==> src/rtl/s526a_bist_ctrl.sv <==
// BIST sequencer for the s526a core: clears it via G0, drives LFSR stimulus on G1/G2 and
// compacts the six core outputs into a 16-bit MISR. Optional PASS compare: BIST_SIG_CHECK_EN.
module s526a_bist_ctrl #(
  parameter int unsigned NCYC      = 256,
  parameter int unsigned CNT_W     = 16,
  parameter int unsigned INIT_CYC  = 4,
  parameter logic [15:0] LFSR_SEED = 16'hACE1,
  parameter logic [15:0] EXP_SIG   = 16'h0000
) (
  input  logic             CK,
  input  logic             RN,
  input  logic             START,
  output logic             BUSY,
  output logic             DONE,
  output logic             DUT_G0,
  output logic             DUT_G1,
  output logic             DUT_G2,
  input  logic [5:0]       DUT_OUT,
  output logic [15:0]      SIG,
  output logic [CNT_W-1:0] CYC
`ifdef BIST_SIG_CHECK_EN
  ,
  output logic             PASS
`endif
);

  typedef enum logic [1:0] {S_IDLE, S_INIT, S_RUN, S_DONE} state_t;

  localparam logic [CNT_W-1:0] LP_NCYC  = CNT_W'(NCYC);
  localparam logic [3:0]       LP_ILAST = 4'(INIT_CYC - 1);

  // Shared feedback polynomial x^16+x^14+x^13+x^11+1 for both LFSR and MISR.
  function automatic logic [15:0] shift16(input logic [15:0] x);
    return {x[14:0], x[15] ^ x[13] ^ x[12] ^ x[10]};
  endfunction

  state_t           r_state;
  logic [3:0]       r_icnt;
  logic [15:0]      r_lfsr;
  logic [15:0]      r_sig;
  logic [CNT_W-1:0] r_cyc;
  logic             r_busy, r_done, r_g0, r_g1, r_g2, r_pass;

  logic [15:0]      w_lfsr_nxt;
  logic [15:0]      w_sig_nxt;
  logic [CNT_W-1:0] w_cyc_nxt;

  assign w_lfsr_nxt = shift16(r_lfsr);
  assign w_sig_nxt  = shift16(r_sig) ^ {10'b0, DUT_OUT};
  assign w_cyc_nxt  = r_cyc + 1'b1;

  always_ff @(posedge CK) begin
    if (!RN) begin
      r_state <= S_IDLE;
      r_icnt  <= '0;
      r_lfsr  <= LFSR_SEED;
      r_sig   <= '0;
      r_cyc   <= '0;
      r_busy  <= 1'b0;
      r_done  <= 1'b0;
      r_g0    <= 1'b0;
      r_g1    <= 1'b0;
      r_g2    <= 1'b0;
      r_pass  <= 1'b0;
    end else begin
      case (r_state)
        S_IDLE, S_DONE: begin
          if (START) begin
            r_state <= S_INIT;
            r_icnt  <= '0;
            r_lfsr  <= LFSR_SEED;
            r_sig   <= '0;
            r_cyc   <= '0;
            r_busy  <= 1'b1;
            r_done  <= 1'b0;
            r_g0    <= 1'b1;
            r_g1    <= 1'b0;
            r_g2    <= 1'b0;
            r_pass  <= 1'b0;
          end
        end
        S_INIT: begin
          if (r_icnt == LP_ILAST) begin
            // LFSR still holds the seed, so the first RUN cycle shows seed bits.
            r_state <= S_RUN;
            r_g0    <= 1'b0;
            r_g1    <= r_lfsr[1];
            r_g2    <= r_lfsr[2];
          end else begin
            r_icnt <= r_icnt + 1'b1;
          end
        end
        S_RUN: begin
          r_lfsr <= w_lfsr_nxt;
          r_sig  <= w_sig_nxt;
          r_cyc  <= w_cyc_nxt;
          if (w_cyc_nxt == LP_NCYC) begin
            r_state <= S_DONE;
            r_busy  <= 1'b0;
            r_done  <= 1'b1;
            r_g1    <= 1'b0;
            r_g2    <= 1'b0;
            r_pass  <= (w_sig_nxt == EXP_SIG);
          end else begin
            r_g1 <= w_lfsr_nxt[1];
            r_g2 <= w_lfsr_nxt[2];
          end
        end
        default: r_state <= S_IDLE;
      endcase
    end
  end

  assign BUSY   = r_busy;
  assign DONE   = r_done;
  assign DUT_G0 = r_g0;
  assign DUT_G1 = r_g1;
  assign DUT_G2 = r_g2;
  assign SIG    = r_sig;
  assign CYC    = r_cyc;

`ifdef BIST_SIG_CHECK_EN
  assign PASS = r_pass;
`else
  logic w_unused_pass;
  assign w_unused_pass = r_pass ^ (^EXP_SIG);
`endif

endmodule

==> config.mk <==
export PLATFORM = sky130hd
export DESIGN_NAME = s526a_bist_ctrl
export DESIGN_NICKNAME = d
export VERILOG_FILES = /design/src/rtl/s526a_bist_ctrl.sv
export SDC_FILE = /design/constraint.sdc
export NUM_CORES = 1
export LEC_CHECK = 0
export ABC_AREA = 0
export BUFFER_PORTS_ARGS = -buffer_cell sky130_fd_sc_hd__buf_2
export CORE_MARGIN = 3
export CORE_UTILIZATION = 55
export DETAILED_ROUTE_END_ITERATION = 7
export PLACE_DENSITY_LB_ADDON = 0.2
export SYNTH_ARGS = -nofsm -noshare
export SYNTH_HDL_FRONTEND = slang
export SYNTH_SLANG_ARGS = --single-unit
==> constraint.sdc <==
create_clock -name CK -period 3.1 [get_ports CK]
set_input_delay 0.155 -clock CK [delete_from_list [all_inputs] [get_ports CK]]
set_output_delay 0.155 -clock CK [all_outputs]
set_load 0.01 [all_outputs]
* After elaboration in Yosys (flattened, before gate mapping)
Index checks and enable logic that the tools add are counted.
** Storage, ports and cells
- Bits in registers :: 59
- Input port bits :: 9
- Output and inout port bits :: 37
- Logic and storage cells :: 64
** Operators by class
- $add $sub $neg :: 2
- Eq/ne operators :: 9
- Muxes and demuxes :: 26
- Bitwise gates (word level) :: 7
- Reduce and logical (&&, ||, !) cells :: 10
** Operators with widths (number)
- 16-bit one-hot mux with 2 select lines :: 3
- 16-bit 2-to-1 mux :: 2
- 16-bit by 1-bit adder with 16-bit output, second input constant :: 1
- 16-bit by 9-bit equality test with 1-bit output, second input constant :: 1
- 16-bit by 6-bit XOR with 16-bit output :: 1
- 3-bit AND reduction :: 4
- 1-bit 2-to-1 mux :: 9
- 4-bit 2-to-1 mux :: 2
- 2-bit inequality test, second input constant :: 4
- 4-bit one-hot mux with 2 select lines :: 1
- 2-bit 2-to-1 mux :: 3
- 1-bit one-hot mux with 2 select lines :: 3
- 1-bit one-hot mux with 3 select lines :: 2
- 2-bit one-hot mux with 3 select lines :: 1
- 1-bit XOR :: 6
- 4-bit by 1-bit adder with 4-bit output, second input constant :: 1
- 2-bit equality test, second input constant :: 2
- 4-bit by 2-bit equality test with 1-bit output, second input constant :: 1
- 2-bit AND reduction :: 2
- 2-bit nonzero test :: 2
- 2-bit by 1-bit equality test with 1-bit output, second input constant :: 1
- 2-bit logical NOT :: 1
- 2-bit OR reduction :: 1

* Depth between registers and ports, before layout
Gate-level depths: netlist (run 1).
- Depth in word-level cells :: 5
- Gate-level depth with buffers :: 10
- Depth with buffers taken out :: 8

* Worst setup path before layout (run 1)
OpenSTA, ideal clock, no wires.
- Path type :: flip-flop to flip-flop
- Start point :: register r_cyc[0], in the netlist CYC[0]
- End point :: register r_state[1]
- Setup time :: 117 ps
- Arrival :: 2314 ps
- Required time :: 2983 ps
- Setup slack :: 668 ps
- Cell stages (with the launch flop) :: 8
- Buffers on the path :: 0
- Clock period less this slack :: 2432 ps
- Cells stage by stage :: dfxtp_1 ha_1 nand3_1 nor3_1 a31oi_1 or4_1 o22a_1 a32o_2
** Between the ends
- Longest elaborated chain between the ends :: 4
** Ends and longest elaborated chain
- start: declaration :: line 41 : logic [CNT_W-1:0] r_cyc;
- start signal: assignment :: line 96 : r_cyc <= w_cyc_nxt;
- 16-bit by 1-bit adder with 16-bit output :: line 50 : assign w_cyc_nxt = r_cyc + 1'b1;
- 16-bit by 9-bit equality test with 1-bit output :: line 97 : if (w_cyc_nxt == LP_NCYC) begin
- 2-bit inequality test (no line)
- 3-bit AND reduction (no line)
- end signal: assignment :: line 54 : r_state <= S_IDLE;
- end signal: assignment :: line 98 : r_state <= S_DONE;
- end signal: assignment :: line 109 : default: r_state <= S_IDLE;
- end: declaration :: line 37 : state_t r_state;
Every way passes these cells.
A chain may end at the register's enable or synchronous reset.

* Worst setup path in the final report (run 1)
- Start point :: register r_cyc[0], in the netlist CYC[0]
- End point :: register r_state[0]
Same word-level chain as after synthesis.

==> summary.txt, run 1 <==
Status
  • Status: finished clean

STA
  • Tcrit/Tclk final: 87.3%
  • RSZ-0062 raised after global routing: false
  • Worst Tran Pin Value: 0.666 ns
  • Fmax: 369 MHz
  • Max-slew violations: 0
  • Endpoints failing hold: 0
  • Setup TNS: 0 ns
  • Count of final setup violators: 0
  • Hold WS: 0.173 ns
  • Max_slew headroom: 55.3%
  • Final min period: 2.71 ns
  • Final Skew: 0.00555 ns

Clocking
  • Clock tree buffer depth: 2
  • Clk Tree Root Cell: clkbuf_8
  • H-Tree Depth: 3
  • Cts repair resizes: 0
  • Worst-Skew Late Latency: 0.34 ns
  • CTS Sinks: 59
  • Reg clk slew, reported paths: 0.06 ns
  • CTS Buf Count: 9
  • Hold Buf Count CTS: 0
  • CTS tree: built
  • Post-CTS Setup Bufs: 0

Global route
  • Total global-route track usage: 23.8%
  • Initial antenna violation count: 0
  • GRT met1 Usage: 28.4%
  • Vias in the first global route: 2500
  • First-pass GRT wire length: 11600 µm
  • GRT busiest layer: met2
  • Largest net degree at the start of global routing: 36
  • Met2 Resource Use GR: 39.9%
  • Met3 usage: 7.22%
  • GRT Residual Overflow: 0

Synth
  • YS warnings: 0
  • Top_reg_cell synth: dfxtp_1
  • Post-synth net total: 358
  • Area leader, netlist: dfxtp_1
  • Asr flop ratio synth: 0%
  • Count of cell types in the netlist: 52
  • FF+latch count, synth: 59
  • Top post-synthesis cells by area: dfxtp_1 41%, a22oi_1 7.1%, nor2_1 6.0%
  • Synthesized instance count: 343
  • Synth top area share: 41.2%
  • Post-synthesis sequential area ratio: 41.2%
  • EDFF count, synth: 0
  • Mean area per synthesized cell: 8.35 µm²
  • Mapped Area: 0.00287 mm²

Detailed routing
  • Routed vias/inst: 5.89
  • Initial drt markers: 169
  • Final ANT Viol Nets: 0
  • # DRC: 0
  • Routed WL per cell: 15.1 µm
  • DRT Pass-1 Iters: 4
  • Via Count: 2668
  • WL final: 6850 µm

Placement
  • GP Congestion: 0.898
  • DP Wirelength: 4700 µm
  • Port Buf Inserts: 45

Critical path
  • Critical Path RT: 3.35 ns
  • Worst Setup SP: CYC[0]
  • Critical path class: reg2reg
  • Worst R2R Start: CYC[0]
  • CP max FO: 11
  • Worst Reg-to-Reg Cells: 7
  • Crit path DAT: 2.95 ns
  • Crit path launch type: register
  • Reg2reg setup slack: 0.39 ns
  • CP endpoint kind: register
  • Critical path endpoint: r_state[0]
  • Reg-to-reg endpoint: r_state[0]

Power
  • Lkg Pwr: 1.43 nW
  • Peak supply drop: 365 µV
  • Design Power: 2.33 mW
  • Power Dens Cells: 700 mW/mm²

Die
  • Num ports: 46
  • DIE AREA: 0.00611 mm²
  • Initial Util: 58.7%
  • Row cnt: 25
  • Die Y: 78.2 µm
  • Die W: 78.2 µm
  • Standard cell core area: 0.00488 mm²

Layout
  • # nets final: 397
  • Area delta synth->final: 16.1%
  • Commonest non-fill, non-tap cell in the layout: dfxtp_1
  • Layout cells sized above 1: 19.2%
  • Commonest cells after routing, fill and taps aside: 59 x dfxtp_1, 45 x nor2_1, 45 x buf_2
  • ANT cells: 0

Worst hold path
  • Hold crit path type: in2reg

Flow run
  • Max cap viols: 0
-- per-layer routing --
metal	routed length [µm]	share of wire (%)	vias to the layer above
met5	0	0	-
li1	-	-	1315
met3	476	6.9	8
met1	3010	44	1249
met2	3280	48	96
met4	89	1.3	0
-- through the flow --
step	worst slack, ns	utilization, %	instances	cell area (µm²)
detailed placement	0.452	64.2	438	3130
finish	0.393	68.2	453	3330
floorplan	0.668	-	343	2870
global route	0.232	68.2	453	3330
CTS	0.435	68.2	453	3330
global placement	0.557	64.2	438	3130
-- worst min path at each step --
stage | endpoint | cells after the start | from | slack [ns]
after floorplan | DUT_G0 | 2 | START | 0.36
after global placement | r_lfsr[15] | 2 | r_lfsr[14] | 0.45
after detailed placement | DUT_G0 | 2 | DUT_G0 | 0.47
after CTS | r_lfsr[10] | 2 | RN | 0.16
after global routing | r_lfsr[10] | 2 | RN | 0.17
final | r_lfsr[10] | 2 | RN | 0.17
-- logic make-up after synthesis --
logic type               after synthesis  share of synthesized area, %
multiplexers                           3                          1.05
flip-flops                            59                          41.2
adder cells (fa/ha/maj)                6                          2.62
AO/OA/AOI/OAI                         96                          22.7
AND/OR/NAND/NOR                      131                          23.0
buffers and inverters                 31                          4.28
XOR/XNOR                              17                          5.20
-- synth_stat cells (7+ instances only) --
master	count
nand3_1	10
inv_1	7
a21oi_1	18
nand2_1	34
o21ai_0	14
clkbuf_1	18
a22oi_1	27
o22ai_1	9
xnor2_1	11
nor3_1	12
dfxtp_1	59
nor2_1	46
-- power by group --
part           total (mW)  leakage (nW)  switching, mW  internal, mW
Clock               0.701        0.0995          0.291         0.410
Sequential          0.884         0.478         0.0582         0.826
Combinational       0.741         0.856          0.488         0.253
Total                2.33          1.43          0.838          1.49
-- sequential cells by signal (all words and copies together) (netlist names) --
register	cells
DUT_G1	1
SIG	16
DUT_G2	1
r_icnt	4
r_lfsr	16
BUSY	1
DONE	1
DUT_G0	1
CYC	16
r_state	2
-- area by class of cell --
type / count / area (µm²)
multi-input cells: 253 / 1570
fillers: 427 / 1550
flip-flops and latches: 59 / 1180
repair buffers: 51 / 270
clock buffers: 13 / 159
well taps: 67 / 83.8
clock inverters: 2 / 35.0
inverters: 8 / 30.0
-- worst max-delay path, cell delays in order, from the launching register on --
cell and delay (ns):
dfxtp_1 0.50, ha_1 0.31, nand3_1 0.33, nor3_1 0.29, a31oi_1 0.14, or4_1 0.52
o22a_1 0.23, a221oi_2 0.29
(Power assumes the default switching activity.)
==> run 2, diff against run 1 <==
--- a/config.mk
+++ b/config.mk
@@ -11,6 +11,7 @@
 export CORE_UTILIZATION = 55
 export DETAILED_ROUTE_END_ITERATION = 7
 export PLACE_DENSITY_LB_ADDON = 0.2
+export REMOVE_ABC_BUFFERS = 1
 export SYNTH_ARGS = -nofsm -noshare
 export SYNTH_HDL_FRONTEND = slang
 export SYNTH_SLANG_ARGS = --single-unit
==> summary.txt, run 2 (synthesis results as in run 1) <==
Status
  • Status: finished clean

Critical path
  • Critical Path RT: 3.33 ns
  • Worst path top cell family by delay: simple AND/OR/NAND/NOR gates
  • WP buf/inv: 0
  • Cell depth of the worst setup path: 7
  • Worst Reg-to-Reg Cells: 7
  • Reg2reg setup slack: 0.42 ns
  • Crit path DAT: 2.91 ns
  • Crit path launch type: register
  • CP max FO: 11
  • Crit path cell chain: ha_1, nand3_1, nor3_1, a31oi_1, or4_1, o22a_1, a32o_2
  • Worst R2R Start: CYC[0]
  • Critical path class: reg2reg
  • CP endpoint kind: register
  • Reg-to-reg endpoint: r_state[1]
  • Slowest CP cell: or4_1
  • Critical Path Max Stage Delay: 0.54 ns

Worst hold path
  • HP Start: RN
  • Worst-case hold path end point: r_lfsr[7]
  • Hold Crit Depth: 2
  • Hold crit path type: in2reg

STA
  • Post-route worst setup slack: 0.416 ns
  • Fmax: 373 MHz
  • Count of final setup violators: 0
  • Final min period: 2.68 ns
  • RSZ-0062 raised after global routing: false
  • Worst Tran Pin Value: 0.446 ns
  • Setup TNS: 0 ns
  • Endpoints failing hold: 0
  • Max_slew headroom: 70.1%
  • Max-slew violations: 0
  • Tcrit/Tclk final: 86.6%
  • Final Skew: 0.00599 ns

Layout
  • ANT cells: 0
  • Layout cells sized above 1: 19.7%
  • Commonest cells after routing, fill and taps aside: 59 x dfxtp_1, 45 x nor2_1, 45 x buf_2
  • Non-Filler Instances: 453
  • # nets final: 396
  • Commonest non-fill, non-tap cell in the layout: dfxtp_1
  • Area delta synth->final: 16.5%

Placement
  • Pre-CTS WS: 0.451 ns
  • GP Congestion: 0.837
  • Port Buf Inserts: 45
  • DP Wirelength: 4330 µm
  • Dpl cells: 437

Clocking
  • H-Tree Depth: 3
  • Cts repair resizes: 0
  • Post-CTS Setup Bufs: 0
  • Clk Tree Root Cell: clkbuf_8
  • CTS Sinks: 59
  • Worst-Skew Late Latency: 0.33 ns
  • Reg clk slew, reported paths: 0.06 ns
  • CTS tree: built
  • Clock tree buffer depth: 2
  • Hold Buf Count CTS: 0
  • CTS Buf Count: 9

Die
  • Row cnt: 25
  • Standard cell core area: 0.00488 mm²
  • Initial Util: 58.7%
  • Die Y: 78.2 µm
  • Num ports: 46
  • Die W: 78.2 µm
  • DIE AREA: 0.00611 mm²

Detailed routing
  • Routed vias/inst: 5.65
  • DRT Pass-1 Iters: 5
  • Via Count: 2560
  • Routed WL per cell: 14.3 µm
  • WL final: 6470 µm
  • Initial drt markers: 225
  • Final ANT Viol Nets: 0
  • # DRC: 0

Global route
  • Total global-route track usage: 23.0%
  • Initial antenna violation count: 0
  • GRT Residual Overflow: 0
  • Vias in the first global route: 2440
  • Largest net degree at the start of global routing: 36
  • First-pass GRT wire length: 11400 µm

Power
  • Peak supply drop: 432 µV
  • Design Power: 2.33 mW
  • Lkg Pwr: 1.44 nW
  • Power Dens Cells: 697 mW/mm²

Flow run
  • Max cap viols: 0
-- run 2: cell count changes in the layout (fill, tap and decap cells not counted), sizes merged --
cell,change
buf,-1
clkbuf,-1
clkinvlp,+1
clkinv,+1
-- run 2: worst register-to-register path, stage by stage, from the launching register on --
cell,delay (ns)
dfxtp_1,0.49
ha_1,0.30
nand3_1,0.33
nor3_1,0.29
a31oi_1,0.14
or4_1,0.54
o22a_1,0.23
a32o_2,0.26
-- run 2: routing by layer --
metal / routed length [µm] / GRT usage [%]
met3: 351 / 4.13
met2: 3080 / 37.2
met1: 2970 / 30.0
met5: 0 / 0
met4: 78 / 9.97
-- run 2: cell type report --
| cell class | instances | area [µm²] |
|---|---|---|
| clock buffer | 12 | 165 |
| clock inverter | 4 | 47.5 |
| fill | 445 | 1540 |
| inverter | 8 | 30.0 |
| multi-input combinational | 253 | 1570 |
| sequential | 59 | 1180 |
| tap | 67 | 83.8 |
| timing repair buffer | 50 | 263 |
-- run 2: worst max-delay path by stage --
stage,from,endpoint,slack [ns]
6_report,CYC[0],r_state[1],0.42
5_1_grt,CYC[0],r_state[1],0.20
4_1_cts,CYC[0],r_state[1],0.44
3_5_place_dp,CYC[0],r_state[1],0.45
3_3_place_gp,CYC[0],r_state[1],0.57
2_1_floorplan,r_state[0],CYC[11],0.50
-- run 2: through the flow --
stage	hold slack (ns)	utilization (%)	area (µm²)
finish	0.176	68.4	3340
global route	0.187	68.4	3340
CTS	0.167	68.4	3340
detailed placement	0.463	64.1	3130
global placement	0.454	64.1	3130
floorplan	0.217	-	2770
-- run 2: report_power, final --
| group | total [mW] | switching (mW) | internal, mW |
|---|---|---|---|
| Combinational | 0.719 | 0.476 | 0.243 |
| Clock | 0.725 | 0.292 | 0.434 |
| Sequential | 0.882 | 0.0560 | 0.826 |
